`src/rtl/spi_master_pkg.sv`:
```
// ---------------------------------------------------------------------------
// spi_master_pkg
// Shared definitions for the multi-chip-select SPI master:
//   - state_e       : frame sequencer states
//   - *_DEFAULT     : default NCS / DW / DIVW parameter values
//   - calcLw()      : width of the frame-length field for a given DW
//   - calcCsw()     : width of the chip-select index for a given NCS
// ---------------------------------------------------------------------------
package spi_master_pkg;

    localparam int NCS_DEFAULT  = 4;
    localparam int DW_DEFAULT   = 32;
    localparam int DIVW_DEFAULT = 8;

    // Frame sequencer states, in the order a frame walks through them.
    typedef enum logic [2:0] {
        IDLE,
        LEAD,
        SHIFT,
        LAG,
        GAP,
        RESP
    } state_e;

    // Length field holds (bits - 1), so clog2 of the maximum frame size.
    function automatic int calcLw(input int dw);
        return $clog2(dw);
    endfunction

    // A single device still needs a one-bit select index.
    function automatic int calcCsw(input int ncs);
        return (ncs > 1) ? $clog2(ncs) : 1;
    endfunction

endpackage

```
`src/rtl/spi_clkgen.sv`:
```
// ---------------------------------------------------------------------------
// spi_clkgen
// Half-period divider and SCLK generator for the SPI master.
// Ports:
//   clk_i, rst_i   : clock, synchronous active-high reset
//   run_i          : divider counts while high, held at zero otherwise
//   load_i         : start of frame, clears counter and parks SCLK
//   load_pol_i     : SCLK idle level to park at on load_i
//   toggle_i       : SCLK is allowed to toggle at the end of a half-period
//   pol_i          : registered idle level, used to classify edges
//   div_i          : half-period length minus one, in clock cycles
//   sclk_o         : serial clock
//   tick_o         : last cycle of the current half-period
//   lead_o/trail_o : strobes for the edge SCLK is about to make
// ---------------------------------------------------------------------------
module spi_clkgen
    import spi_master_pkg::*;
#(
    parameter int DIVW = DIVW_DEFAULT
) (
    input  logic            clk_i,
    input  logic            rst_i,
    input  logic            run_i,
    input  logic            load_i,
    input  logic            load_pol_i,
    input  logic            toggle_i,
    input  logic            pol_i,
    input  logic [DIVW-1:0] div_i,
    output logic            sclk_o,
    output logic            tick_o,
    output logic            lead_o,
    output logic            trail_o
);

    logic [DIVW-1:0] cnt_q, cnt_d;
    logic            sclk_q, sclk_d;

    // The counter wraps to zero at the terminal count rather than
    // incrementing, so an all-ones divider never overflows.
    // An edge leaving the idle level is a leading edge, returning is trailing.
    always_comb begin
        cnt_d   = cnt_q;
        sclk_d  = sclk_q;
        tick_o  = run_i && (cnt_q == div_i);
        lead_o  = tick_o && toggle_i && (sclk_q == pol_i);
        trail_o = tick_o && toggle_i && (sclk_q != pol_i);
        if (load_i) begin
            cnt_d  = '0;
            sclk_d = load_pol_i;
        end else if (!run_i) begin
            cnt_d = '0;
        end else if (tick_o) begin
            cnt_d = '0;
            if (toggle_i) begin
                sclk_d = ~sclk_q;
            end
        end else begin
            cnt_d = cnt_q + 1'b1;
        end
    end

    always_ff @(posedge clk_i) begin
        if (rst_i) begin
            cnt_q  <= '0;
            sclk_q <= 1'b0;
        end else begin
            cnt_q  <= cnt_d;
            sclk_q <= sclk_d;
        end
    end

    assign sclk_o = sclk_q;

endmodule

```
`src/rtl/spi_master_mc.sv`:
```
// ---------------------------------------------------------------------------
// spi_master_mc
// SPI master with NCS chip selects / SDI lanes, variable frame length,
// all four SPI modes and a programmable SCLK divider.
// Ports:
//   CLK, RST                 : clock, synchronous active-high reset
//   req_valid/req_ready      : frame request handshake (ready only in IDLE)
//   req_cs, req_len, req_data: target device, bits-1, right-justified word
//   cfg_cpol, cfg_cpha       : SPI mode, captured with the request
//   cfg_div                  : SCLK half-period = cfg_div+1 CLK cycles
//   rsp_valid/rsp_ready      : response handshake, held until accepted
//   rsp_data, rsp_err        : received word, out-of-range chip select flag
//   sclk, sdo, sdi, csb      : SPI bus (csb active low)
// Optional feature: define SPI_MASTER_MC_LOOPBACK_EN to add input lpbk,
// which, when captured high, samples sdo instead of the selected sdi lane.
// ---------------------------------------------------------------------------
module spi_master_mc
    import spi_master_pkg::*;
#(
    parameter  int NCS  = NCS_DEFAULT,
    parameter  int DW   = DW_DEFAULT,
    parameter  int DIVW = DIVW_DEFAULT,
    localparam int LW   = calcLw(DW),
    localparam int CSW  = calcCsw(NCS)
) (
    input  logic            CLK,
    input  logic            RST,
    input  logic            req_valid,
    output logic            req_ready,
    input  logic [CSW-1:0]  req_cs,
    input  logic [LW-1:0]   req_len,
    input  logic [DW-1:0]   req_data,
    input  logic            cfg_cpol,
    input  logic            cfg_cpha,
    input  logic [DIVW-1:0] cfg_div,
    output logic            rsp_valid,
    input  logic            rsp_ready,
    output logic [DW-1:0]   rsp_data,
    output logic            rsp_err,
    output logic            sclk,
    output logic            sdo,
    input  logic [NCS-1:0]  sdi,
`ifdef SPI_MASTER_MC_LOOPBACK_EN
    input  logic            lpbk,
`endif
    output logic [NCS-1:0]  csb
);

    // Edge counter must reach 2*(len+1)-1.
    localparam int EW = LW + 1;

    state_e          state_q, state_d;

    logic [CSW-1:0]  cs_q;
    logic [LW-1:0]   len_q;
    logic [DW-1:0]   data_q;
    logic            cpol_q;
    logic            cpha_q;
    logic [DIVW-1:0] div_q;
    logic            err_q;
    logic [LW-1:0]   bitIdx_q;
    logic [EW-1:0]   edgeCnt_q;
    logic [DW-1:0]   rx_q;
`ifdef SPI_MASTER_MC_LOOPBACK_EN
    logic            lpbk_q;
`endif

    logic accept;
    logic csActive;
    logic divRun;
    logic sclkToggle;
    logic tick;
    logic leadEdge;
    logic trailEdge;
    logic lastEdge;
    logic sampleEdge;
    logic shiftEdge;
    logic laneBit;
    logic sampleBit;

    assign accept     = req_valid && (state_q == IDLE);
    assign csActive   = (state_q == LEAD) || (state_q == SHIFT) || (state_q == LAG);
    assign divRun     = csActive || (state_q == GAP);
    assign sclkToggle = (state_q == LEAD) || (state_q == SHIFT);
    assign lastEdge   = (edgeCnt_q == {len_q, 1'b1});

    spi_clkgen #(
        .DIVW (DIVW)
    ) u_clkgen (
        .clk_i      (CLK),
        .rst_i      (RST),
        .run_i      (divRun),
        .load_i     (accept),
        .load_pol_i (cfg_cpol),
        .toggle_i   (sclkToggle),
        .pol_i      (cpol_q),
        .div_i      (div_q),
        .sclk_o     (sclk),
        .tick_o     (tick),
        .lead_o     (leadEdge),
        .trail_o    (trailEdge)
    );

    // The first leading edge closes LEAD, so SHIFT spans the remaining
    // 2*(len+1)-1 edges and ends on the final trailing edge.
    always_comb begin
        state_d   = state_q;
        req_ready = 1'b0;
        rsp_valid = 1'b0;
        case (state_q)
            IDLE: begin
                req_ready = 1'b1;
                if (req_valid) begin
                    state_d = LEAD;
                end
            end
            LEAD: begin
                if (tick) begin
                    state_d = SHIFT;
                end
            end
            SHIFT: begin
                if (tick && lastEdge) begin
                    state_d = LAG;
                end
            end
            LAG: begin
                if (tick) begin
                    state_d = GAP;
                end
            end
            GAP: begin
                if (tick) begin
                    state_d = RESP;
                end
            end
            RESP: begin
                rsp_valid = 1'b1;
                if (rsp_ready) begin
                    state_d = IDLE;
                end
            end
            default: begin
                state_d = IDLE;
            end
        endcase
    end

    always_ff @(posedge CLK) begin
        if (RST) begin
            state_q <= IDLE;
        end else begin
            state_q <= state_d;
        end
    end

    // CPHA=0 samples on leading edges and advances on trailing edges,
    // skipping the final one so the index never underflows.
    // CPHA=1 advances on every leading edge except the first, which
    // merely launches the MSB already on sdo, and samples on trailing.
    assign sampleEdge = cpha_q ? trailEdge : leadEdge;
    assign shiftEdge  = cpha_q ? (leadEdge && (edgeCnt_q != '0))
                               : (trailEdge && !lastEdge);

    assign laneBit = err_q ? 1'b0 : sdi[cs_q];
`ifdef SPI_MASTER_MC_LOOPBACK_EN
    assign sampleBit = lpbk_q ? sdo : laneBit;
`else
    assign sampleBit = laneBit;
`endif

    // Request fields are frozen at accept; the shift register is cleared
    // then so unused upper bits of the response read as zero.
    always_ff @(posedge CLK) begin
        if (RST) begin
            cs_q      <= '0;
            len_q     <= '0;
            data_q    <= '0;
            cpol_q    <= 1'b0;
            cpha_q    <= 1'b0;
            div_q     <= '0;
            err_q     <= 1'b0;
            bitIdx_q  <= '0;
            edgeCnt_q <= '0;
            rx_q      <= '0;
`ifdef SPI_MASTER_MC_LOOPBACK_EN
            lpbk_q    <= 1'b0;
`endif
        end else if (accept) begin
            cs_q      <= req_cs;
            len_q     <= req_len;
            data_q    <= req_data;
            cpol_q    <= cfg_cpol;
            cpha_q    <= cfg_cpha;
            div_q     <= cfg_div;
            err_q     <= (int'(req_cs) >= NCS);
            bitIdx_q  <= req_len;
            edgeCnt_q <= '0;
            rx_q      <= '0;
`ifdef SPI_MASTER_MC_LOOPBACK_EN
            lpbk_q    <= lpbk;
`endif
        end else begin
            if (leadEdge || trailEdge) begin
                edgeCnt_q <= edgeCnt_q + 1'b1;
            end
            if (sampleEdge) begin
                rx_q <= {rx_q[DW-2:0], sampleBit};
            end
            if (shiftEdge) begin
                bitIdx_q <= bitIdx_q - 1'b1;
            end
        end
    end

    // Only the addressed device is selected, and sdo is forced low whenever
    // no device is selected, including out-of-range frames.
    always_comb begin
        csb = '1;
        for (int i = 0; i < NCS; i++) begin
            if (csActive && !err_q && (int'(cs_q) == i)) begin
                csb[i] = 1'b0;
            end
        end
    end

    assign sdo      = csActive && !err_q && data_q[bitIdx_q];
    assign rsp_data = rx_q;
    assign rsp_err  = err_q;

endmodule

```
`config.mk`:
```
export PLATFORM = sky130hd
export DESIGN_NAME = spi_master_mc
export DESIGN_NICKNAME = d
export VERILOG_FILES = /design/src/rtl/spi_master_pkg.sv /design/src/rtl/spi_clkgen.sv /design/src/rtl/spi_master_mc.sv
export SDC_FILE = /design/constraint.sdc
export NUM_CORES = 1
export LEC_CHECK = 0
export ABC_AREA = 1
export BUFFER_PORTS_ARGS = -buffer_cell sky130_fd_sc_hd__buf_2
export CAP_MARGIN = 20
export CELL_PAD_IN_SITES_DETAIL_PLACEMENT = 1
export CELL_PAD_IN_SITES_GLOBAL_PLACEMENT = 1
export CORE_UTILIZATION = 25
export DETAILED_ROUTE_END_ITERATION = 10
export PLACE_DENSITY_LB_ADDON = 0.12
export SLEW_MARGIN = 20
export SYNTH_ARGS = -nofsm -noshare
export SYNTH_HDL_FRONTEND = slang
export SYNTH_SLANG_ARGS = --single-unit
```
`constraint.sdc`:
```
create_clock -name CLK -period 2 [get_ports CLK]
set_input_delay 0.4 -clock CLK [delete_from_list [all_inputs] [get_ports CLK]]
set_output_delay 0.4 -clock CLK [all_outputs]
set_load 0.02 [all_outputs]
```
==> metrics.txt, run 1 <==
Critical Path Stages=8; HPWL after DPL=about 9900 microns; largest net degree at the start of global routing=58; Syn Inst Count=697; EDFF count, synth=0; Max stage delay cell, worst path=dfxtp_4; Worst-Margin Slew=roughly 590 ps; clock power share=0.251; Worst Setup Slack, final=-197 ps; GRT met3 Usage=0.0304; grt met2 use=0.248; CTS buffer count=9; RSZ-0062 raised after global routing=true; final hold violation count=0; failing checks=setup timing; clk_skew=9.83 ps; vias post-DR=4729; Initial Utilization=0.258; Clk pin slew, worst setup/hold paths=80 ps; Worst Path Buf+Inv=3; Syn Nets=758; CP Data Arrival Time=1800 ps; Post-Syn Area=4880 sq um; worst hold slack=260 ps; htree depth=3; die area=20100 sq um; hold crit path type=primary input to flop; vias in the first global route=4760; initial DRC count=188; Switch Pwr=approximately 3200 uW; Final min period=2200 ps; CP top delay family=compound AO/OA/AOI/OAI gates; Reg2Reg Depth=12; crit path from=bitIdx_q[1]$_SDFFE_PP0P_; post-route DRC violation count=0; Seq cells post-synth=104; Sequential Area=roughly 2100 sq um; commonest non-fill, non-tap cell in the layout=nor2_1; gr usage total=0.146; Core ar.=18900 sq um; maxcap violations=0; mean post-synth cell area=7.00 sq um; Worst setup SP type=flop; clock tree buffer depth=2; Die H=142 microns; met1 Use GR=0.182; flop2flop setup slack=170 ps; slew margin rel.=0.605; Seq pwr share=0.352; fin crit share=1.10; routability cong.=0.776; asr flop ratio synth=0; Power Internal=between 4000 and 5000 uW; reg-to-reg endpoint=rsp_data[21]$_SDFFE_PP0P_; Max VDD drop=0.423 mV; RR Startpoint=u_clkgen.cnt_q[3]$_SDFF_PP0_; Fillers=2388; layout cells sized above 1=0.204; Final #Nets=851; Final ANT Viol Nets=0; Combinational Power Share=0.398; Via density=4.48; ys flop type=dfxtp_1; Cell variety after synth=31; Hold Startpoint=req_data[8]; Cell Pwr Density=1300 nW/um^2; Post-Layout Cell Count=1055; CP max FO=8; DR WL/cell=13.4 microns; Pre-Repair DR Iteration Count=4; GR Overflow Total=0; switching share of power=0.399; crit path capture=sdo; Leakage=0.00281 uW; max-slew violations=0; antenna cells=0; Worst-Skew Late Latency=360 ps; yosys warns=0; Root Buffer=clkbuf_16; CP required=1600 ps; gr busiest metal=met2; initial antenna violation count=0; area of the multi-input gates=2430 sq um; Cells after DPL=1035; CTS sink count=between 100 and 150; Syn-to-layout area delta=24.8%; Final Setup Violations=1; Achievable Freq=0.455 GHz; I/O pin cnt=98; most frequent cells in the layout=nor2_1, nand2_1, dfxtp_1; row cnt=50; total wire length=14100 microns; run status=finished with violations; port bufs=96; CTS tree=yes; Worst Setup End Kind=output pin; Worst Setup Path Type=flop to output pin; Chip Width=142 microns; first-pass GRT wire length=23400 microns; crit-path cells=clkinvlp_4 > buf_12 > a21oi_2 > o21ai_1 > a31oi_1 > o21ai_1 > a21oi_2 > buf_6; sequential area share after synthesis=0.426; crit-path max cell delay=about 370 ps
-- metrics by stage --
stage	setup WS [ps]	utilization	total power [uW]	instance area (sq um)	setup TNS (ps)
after global routing	-316	0.322	8590	6090	-316
after global placement	62.4	0.300	5790	5670	0
after CTS	-190	0.320	8000	6050	-190
after detailed placement	-21.3	0.300	5880	5670	-21.3
final	-197	0.322	7930	6090	-197
after floorplan	82.6	-	4950	4880	0
-- registers in the layout, summed over array words and instances, names as in the netlist --
| signal | flops |
|---|---|
| edgeCnt_q | 6 |
| div_q | 8 |
| cpol_q | 1 |
| len_q | 5 |
| u_clkgen.sclk_o | 1 |
| bitIdx_q | 5 |
| rsp_data | 32 |
| state_q | 3 |
| cs_q | 2 |
| cpha_q | 1 |
| u_clkgen.cnt_q | 8 |
| data_q | 32 |
-- Yosys cell counts, drive strengths merged, types with 2 or more instances --
master,instances,area share
a21oi,42,0.043
nor3,6,0.0062
xor2,6,0.011
inv,67,0.052
buf,22,0.026
nand3,24,0.027
nor2,153,0.13
o21ai,82,0.084
ha,4,0.010
clkbuf,12,0.0092
a31oi,2,0.0026
nand2,118,0.095
nand3b,33,0.051
dfxtp,104,0.43
xnor2,5,0.0090
nand4,3,0.0038
o211ai,7,0.011
o22ai,4,0.0051
-- routing by layer --
layer / vias up / wire length, microns
met5: - / 0
met2: 77 / 6680
met1: 2213 / 6740
li1: 2421 / -
met3: 18 / 453
met4: 0 / 262
-- timing repair --
item                                    in CTS  in global routing
hold buffers                                 0                  0
buffers inserted                             2                  0
pin swaps                                    1                  2
endpoints found under the hold margin        0                  0
endpoints found under the setup margin       1                 39
gates cloned                                 1                  1
resized for setup                            9                 12
-- cell type report --
cell class	count	share of cell area
repair inverters	1	0.00123
clock buffers	10	0.0392
repair buffers	114	0.108
flip-flops and latches	104	0.343
clock inverters	6	0.0150
inverters	67	0.0419
multi-input cells	493	0.398
well taps	260	0.0534
-- power groups by stage --
stage / Sequential (uW) / Clock, uW / Combinational [uW]
final: 2790 / 1990 / 3150
after global routing: 2850 / 2140 / 3600
after CTS: 2790 / 2070 / 3140
after detailed placement: 2820 / 0 / 3050
after global placement: 2820 / 0 / 2980
after floorplan: 2850 / 0 / 2100
-- how the worst min path moves through the flow --
stage	to	slack [ps]	depth (start not counted)
6_report	data_q[8]$_SDFFE_PP0P_	260	3
5_1_grt	data_q[15]$_SDFFE_PP0P_	260	3
4_1_cts	data_q[8]$_SDFFE_PP0P_	250	3
3_5_place_dp	data_q[22]$_SDFFE_PP0P_	460	2
3_3_place_gp	data_q[5]$_SDFFE_PP0P_	450	2
2_1_floorplan	data_q[10]$_SDFFE_PP0P_	430	2
-- worst register-to-register path, cell delays in order (launching register included) --
cell and delay, ps:
dfxtp_1 430, inv_2 50, nand2_1 50, nand2_1 80, nor2_2 130, nand2_2 90
nor2_8 160, nand2_4 110, nor2_8 180, o21ai_2 90, buf_12 170, nor2_1 120
nor2_1 50
-- cell families after synthesis --
logic type | Yosys count | share of synthesized area
AO/OA/AOI/OAI | 138 | 0.147
XOR/XNOR | 11 | 0.0197
adder cells (fa/ha/maj) | 4 | 0.0103
buffers and inverters | 101 | 0.0864
flip-flops | 104 | 0.426
other | 1 | 0.000768
AND/OR/NAND/NOR | 338 | 0.309
No activity file was read; power rests on OpenSTA's default activity.
==> run 2, diff against run 1 <==
--- a/config.mk
+++ b/config.mk
@@ -10,7 +10,7 @@
 export CAP_MARGIN = 20
 export CELL_PAD_IN_SITES_DETAIL_PLACEMENT = 1
 export CELL_PAD_IN_SITES_GLOBAL_PLACEMENT = 1
-export CORE_UTILIZATION = 25
+export CORE_UTILIZATION = 35
 export DETAILED_ROUTE_END_ITERATION = 10
 export PLACE_DENSITY_LB_ADDON = 0.12
 export SLEW_MARGIN = 20
==> metrics.txt, run 2 (synthesis gave the netlist of run 1 again) <==
layout cells sized above 1=0.208 (+0.00403); Root Buffer=clkbuf_16; RSZ-0062 raised after global routing=true; clock tree buffer depth=2 (unchanged); maxcap violations=0 (unchanged); Core ar.=13400 sq um (-29%); Switch Pwr=3150 uW (-0.55%); max-slew violations=0 (unchanged); cts hold-fix bufs=0 (unchanged); CP required=1600 ps (about the same); Post-Place Cell Area=5550 sq um (-2.0%); Combinational Power Share=0.403 (+0.005); switching share of power=0.398 (-0.00125); largest net degree at the start of global routing=57 (-1.7%); Clk pin slew, worst setup/hold paths=70 ps (about the same); clk_skew=10.6 ps (+0.726 ps); Final ANT Viol Nets=0 (unchanged); Final Util=0.446 (+0.124); Cell Pwr Density=1320 nW/um^2 (+1.7%); CTS sink count=104 (unchanged); final instance area=5980 sq um (-1.9%); Pre-Repair DR Iteration Count=4 (unchanged); CTS tree=yes; GR Overflow Total=0 (unchanged); vias in the first global route=4904 (+3.0%); clock power share=0.243 (-0.008); most used cell, CP=buf_4; I/O pin cnt=98 (unchanged); pre-CTS setup slack=18.7 ps (+40.0 ps); antenna cells=0 (unchanged); Final min period=2160 ps (-39.1 ps); vias post-DR=4708 (-0.44%); CP max FO=5 (-3); htree depth=3 (unchanged); failing checks=setup timing; Tot Pwr=7910 uW (-0.24%); Via density=4.85 (+8.3%); most frequent cells in the layout=nor2_1, nand2_1, dfxtp_1; Worst setup SP type=flop; run status=finished with violations; final hold violation count=0 (unchanged); CTS buffer count=9 (unchanged); row cnt=42 (-16%); crit-path cells=clkinvlp_4 > buf_4 > a21oi_1 > o21ai_1 > o211ai_1 > a31oi_1 > a21oi_2 > buf_4; fin crit share=1.08 (-0.0195); initial DRC count=174 (-7.4%); Worst Path Buf+Inv=3 (unchanged); Worst Setup Slack, final=-158 ps (+39.1 ps); port bufs=96 (unchanged); DR WL/cell=14.2 microns (+5.7%); crit-path max cell delay=390 ps (+20 ps); die area=14400 sq um (-28%); Initial Utilization=0.364 (+0.106); Leakage=0.00281 uW (about the same); Achievable Freq=0.463 GHz (+1.8%); total wire length=13700 microns (-2.8%); routability cong.=0.811 (+4.4%); CP Data Arrival Time=1760 ps (-40 ps); post-route DRC violation count=0 (unchanged); gr usage total=0.201 (+0.0552); commonest non-fill, non-tap cell in the layout=nor2_1; Die H=120 microns (-15%); Max stage delay cell, worst path=dfxtp_4; Power Internal=4760 uW (about the same); Worst Setup Path Type=flop to output pin; Seq pwr share=0.354 (+0.002); initial antenna violation count=0 (unchanged); hold crit path type=primary input to flop; Post-Route Setup TNS=-158 ps (+39.1 ps); HPWL after DPL=9560 microns (-3.5%); Max VDD drop=0.493 mV (+16%); CP top delay family=compound AO/OA/AOI/OAI gates; Final Setup Violations=1 (unchanged); Worst-Skew Late Latency=360 ps (about the same); Worst Setup End Kind=output pin; first-pass GRT wire length=23200 microns (-0.71%); Final #Nets=851 (unchanged); Syn-to-layout area delta=22.4%; Chip Width=120 microns (-15%)
==> run 2: layout make-up <==
class,count,area [sq um]
Sequential cell,104,2090
Fill cell,1775,7420
Tap cell,176,220
Inverter,67,255
Clock buffer,10,239
Multi-Input combinational cell,493,2420
Timing Repair inverter,1,7.51
Clock inverter,5,78.8
Timing Repair Buffer,114,663
==> run 2: timing repair <==
action                     in CTS  in global routing
setup buffers                   4                  1
setup endpoints to repair       1                 41
resized for setup              10                 15
gates cloned                    1                  1
pin swaps                       1                  3
==> run 2: power by group through the flow <==
| stage | registers, uW | logic, uW | clock network (uW) |
|---|---|---|---|
| after CTS | 2800 | 3140 | 1990 |
| final | 2800 | 3190 | 1920 |
| after global placement | 2810 | 2920 | 0 |
| after floorplan | 2850 | 2100 | 0 |
| after detailed placement | 2830 | 3020 | 0 |
| after global routing | 2870 | 3610 | 2070 |
==> run 2: worst paths after layout <==
kind                                          startpoint                        end  slack, ps  cells past startpoint
worst min register to register    data_q[6]$_SDFFE_PP0P_     data_q[6]$_SDFFE_PP0P_        460                      2
worst max-delay path            bitIdx_q[1]$_SDFFE_PP0P_                        sdo       -160                      8
worst min-delay path                        req_data[17]    data_q[17]$_SDFFE_PP0P_        260                      3
worst max register to register     div_q[5]$_SDFFE_PP0P_  rsp_data[17]$_SDFFE_PP0P_        150                     12
==> run 2: routing by layer <==
metal  vias up  GRT usage  part of all wire  wire length [microns]
met3        18     0.0314             0.025                    344
met2        66      0.357              0.50                   6840
li1       2416          -                 -                      -
met1      2208      0.242              0.46                   6340
met5         -          0                 0                      0
met4         0     0.0750             0.016                    223
==> run 2: through the flow <==
stage                     hold WS (ps)  std cells
after floorplan                    430        697
after global placement             442        948
after detailed placement           461        948
after CTS                          255        968
after global routing               270        970
final                              264        970
==> run 2: worst min-delay path, stage by stage <==
cell and delay, ps:
buf_2 80, nor2_1 30, nor2_1 80
==> run 3, diff against run 2 <==
==> constraint.sdc (replaced) <==
create_clock -name CLK -period 2 [get_ports CLK]
set_input_delay 0.4 -clock CLK [delete_from_list [all_inputs] [get_ports CLK]]
set_output_delay 0.4 -clock CLK [all_outputs]
set_load 0.1 [all_outputs]
==> metrics.txt, run 3 (synthesis gave the netlist of run 1 again) <==
Syn-to-layout area delta=21.6%; Final Setup Violations=1 (unchanged); Root Buffer=clkbuf_16; largest net degree at the start of global routing=52 (-8.8%); Worst setup SP type=flop; most frequent cells in the layout=nor2_1, nand2_1, dfxtp_1; Via density=4.88 (+0.56%); CP Data Arrival Time=1740 ps (-20 ps); post-route DRC violation count=0 (unchanged); vias in the first global route=4809 (-1.9%); DR WL/cell=13.6 microns (-3.7%); Seq pwr share=0.330 (-0.024); Final min period=2140 ps (-21.6 ps); CP required=1600 ps (about the same); htree depth=3 (unchanged); total wire length=13200 microns (-4.3%); Combinational Power Share=0.464 (+0.061); final instance area=5940 sq um (-0.67%); Power Internal=4620 uW (-3.0%); Worst Setup Slack, final=-136 ps (+21.6 ps); Core ar.=13400 sq um (unchanged); run status=finished with violations; hold crit path type=primary input to flop; clock power share=0.206 (-0.037); Post-Layout Cell Count=964 (-0.62%); maxcap violations=0 (unchanged); final hold violation count=0 (unchanged); port bufs=96 (unchanged); Worst Setup End Kind=output pin; Post-Route Setup TNS=-136 ps (+21.6 ps); routability cong.=0.851 (+5.0%); Final ANT Viol Nets=0 (unchanged); vias post-DR=4705 (-0.064%); layout cells sized above 1=0.202 (-0.00603); switching share of power=0.460 (+0.0624); die area=14400 sq um (unchanged); initial DRC count=202 (+16%); first-pass GRT wire length=22300 microns (-4.0%); antenna cells=0 (unchanged); fin crit share=1.07 (-0.0108); area of the multi-input gates=2430 sq um (+0.16%); HPWL after DPL=9400 microns (-1.7%); clock tree buffer depth=2 (unchanged); Worst-Skew Late Latency=350 ps (about the same); Fillers=1743 (-1.8%); Tot Pwr=8560 uW (+8.2%); Cells after DPL=947 (-0.11%); Final #Nets=844 (-0.82%); row cnt=42 (unchanged); Die H=120 microns (unchanged); CTS buffer count=9 (unchanged); Max VDD drop=0.535 mV (+8.5%); CP max FO=12 (+7); Post-Place Cell Area=5570 sq um (+0.34%); I/O pin cnt=98 (unchanged); initial antenna violation count=0 (unchanged); CTS sink count=104 (unchanged); Pre-Repair DR Iteration Count=4 (unchanged); pre-CTS setup slack=105 ps (+86.4 ps); Leakage=0.00278 uW (-0.99%); Sequential Area=2090 sq um (about the same); Cell Pwr Density=1440 nW/um^2 (+8.9%); Chip Width=120 microns (unchanged); Clk pin slew, worst setup/hold paths=70 ps (about the same); GR Overflow Total=0 (unchanged); clk_skew=9.84 ps (-0.715 ps); gr usage total=0.192 (-0.00857); CTS tree=yes; max-slew violations=0 (unchanged); failing checks=setup timing; Worst Setup Path Type=flop to output pin; RSZ-0062 raised after global routing=true; Initial Utilization=0.364 (unchanged); Switch Pwr=3940 uW (+25%); Achievable Freq=0.468 GHz (+1.0%); commonest non-fill, non-tap cell in the layout=nor2_1
-- run 3: power groups by stage --
stage | sequential [uW] | clock [uW] | combinational, uW
2_1_floorplan | 3400 | 0 | 2470
3_3_place_gp | 2820 | 0 | 3800
3_5_place_dp | 2840 | 0 | 3920
4_1_cts | 2820 | 1830 | 3980
5_1_grt | 2880 | 1900 | 4390
6_report | 2820 | 1770 | 3970
-- run 3: cell type report --
class,count,area share
clock inverters,5,0.00969
repair buffers,109,0.108
multi-input cells,492,0.409
flip-flops and latches,104,0.353
inverters,67,0.0449
clock buffers,11,0.0392
well taps,176,0.0371
-- run 3: metal layers --
layer  global-route usage  wire length [microns]
met4               0.0727                    267
met3               0.0418                    407
met2                0.340                   6500
met5                    0                      0
met1                0.225                   5990
-- run 3: critical path, cell delays in order (launching register included) --
cell and delay [ps]:
dfxtp_4 370, buf_8 140, a21oi_2 120, o21ai_0 80
a31oi_1 160, o21ai_1 120, a21oi_4 190, buf_12 190
-- run 3: metrics by stage --
stage                     hold slack (ps)   util
final                                 267  0.443
after global routing                  275  0.443
after CTS                             256  0.440
after detailed placement              460  0.416
after global placement                449  0.416
after floorplan                       430      -
-- run 3: worst paths after layout --
path                                                   start                  endpoint  slack [ps]  depth (start not counted)
worst max register to register  u_clkgen.cnt_q[3]$_SDFF_PP0_  rsp_data[2]$_SDFFE_PP0P_         190                         12
worst max-delay path                bitIdx_q[0]$_SDFFE_PP0P_                       sdo        -140                          7
worst min register to register           cpol_q$_SDFFE_PP0P_       cpol_q$_SDFFE_PP0P_         470                          2
worst min-delay path                            req_data[20]   data_q[20]$_SDFFE_PP0P_         270                          3
-- run 3: repair_timing --
| action | CTS | global route |
|---|---|---|
| buffers inserted | 0 | 1 |
| setup endpoints to repair | 5 | 43 |
| pin swaps | 1 | 2 |
| gates resized for setup | 16 | 10 |
| hold buffers | 0 | 0 |
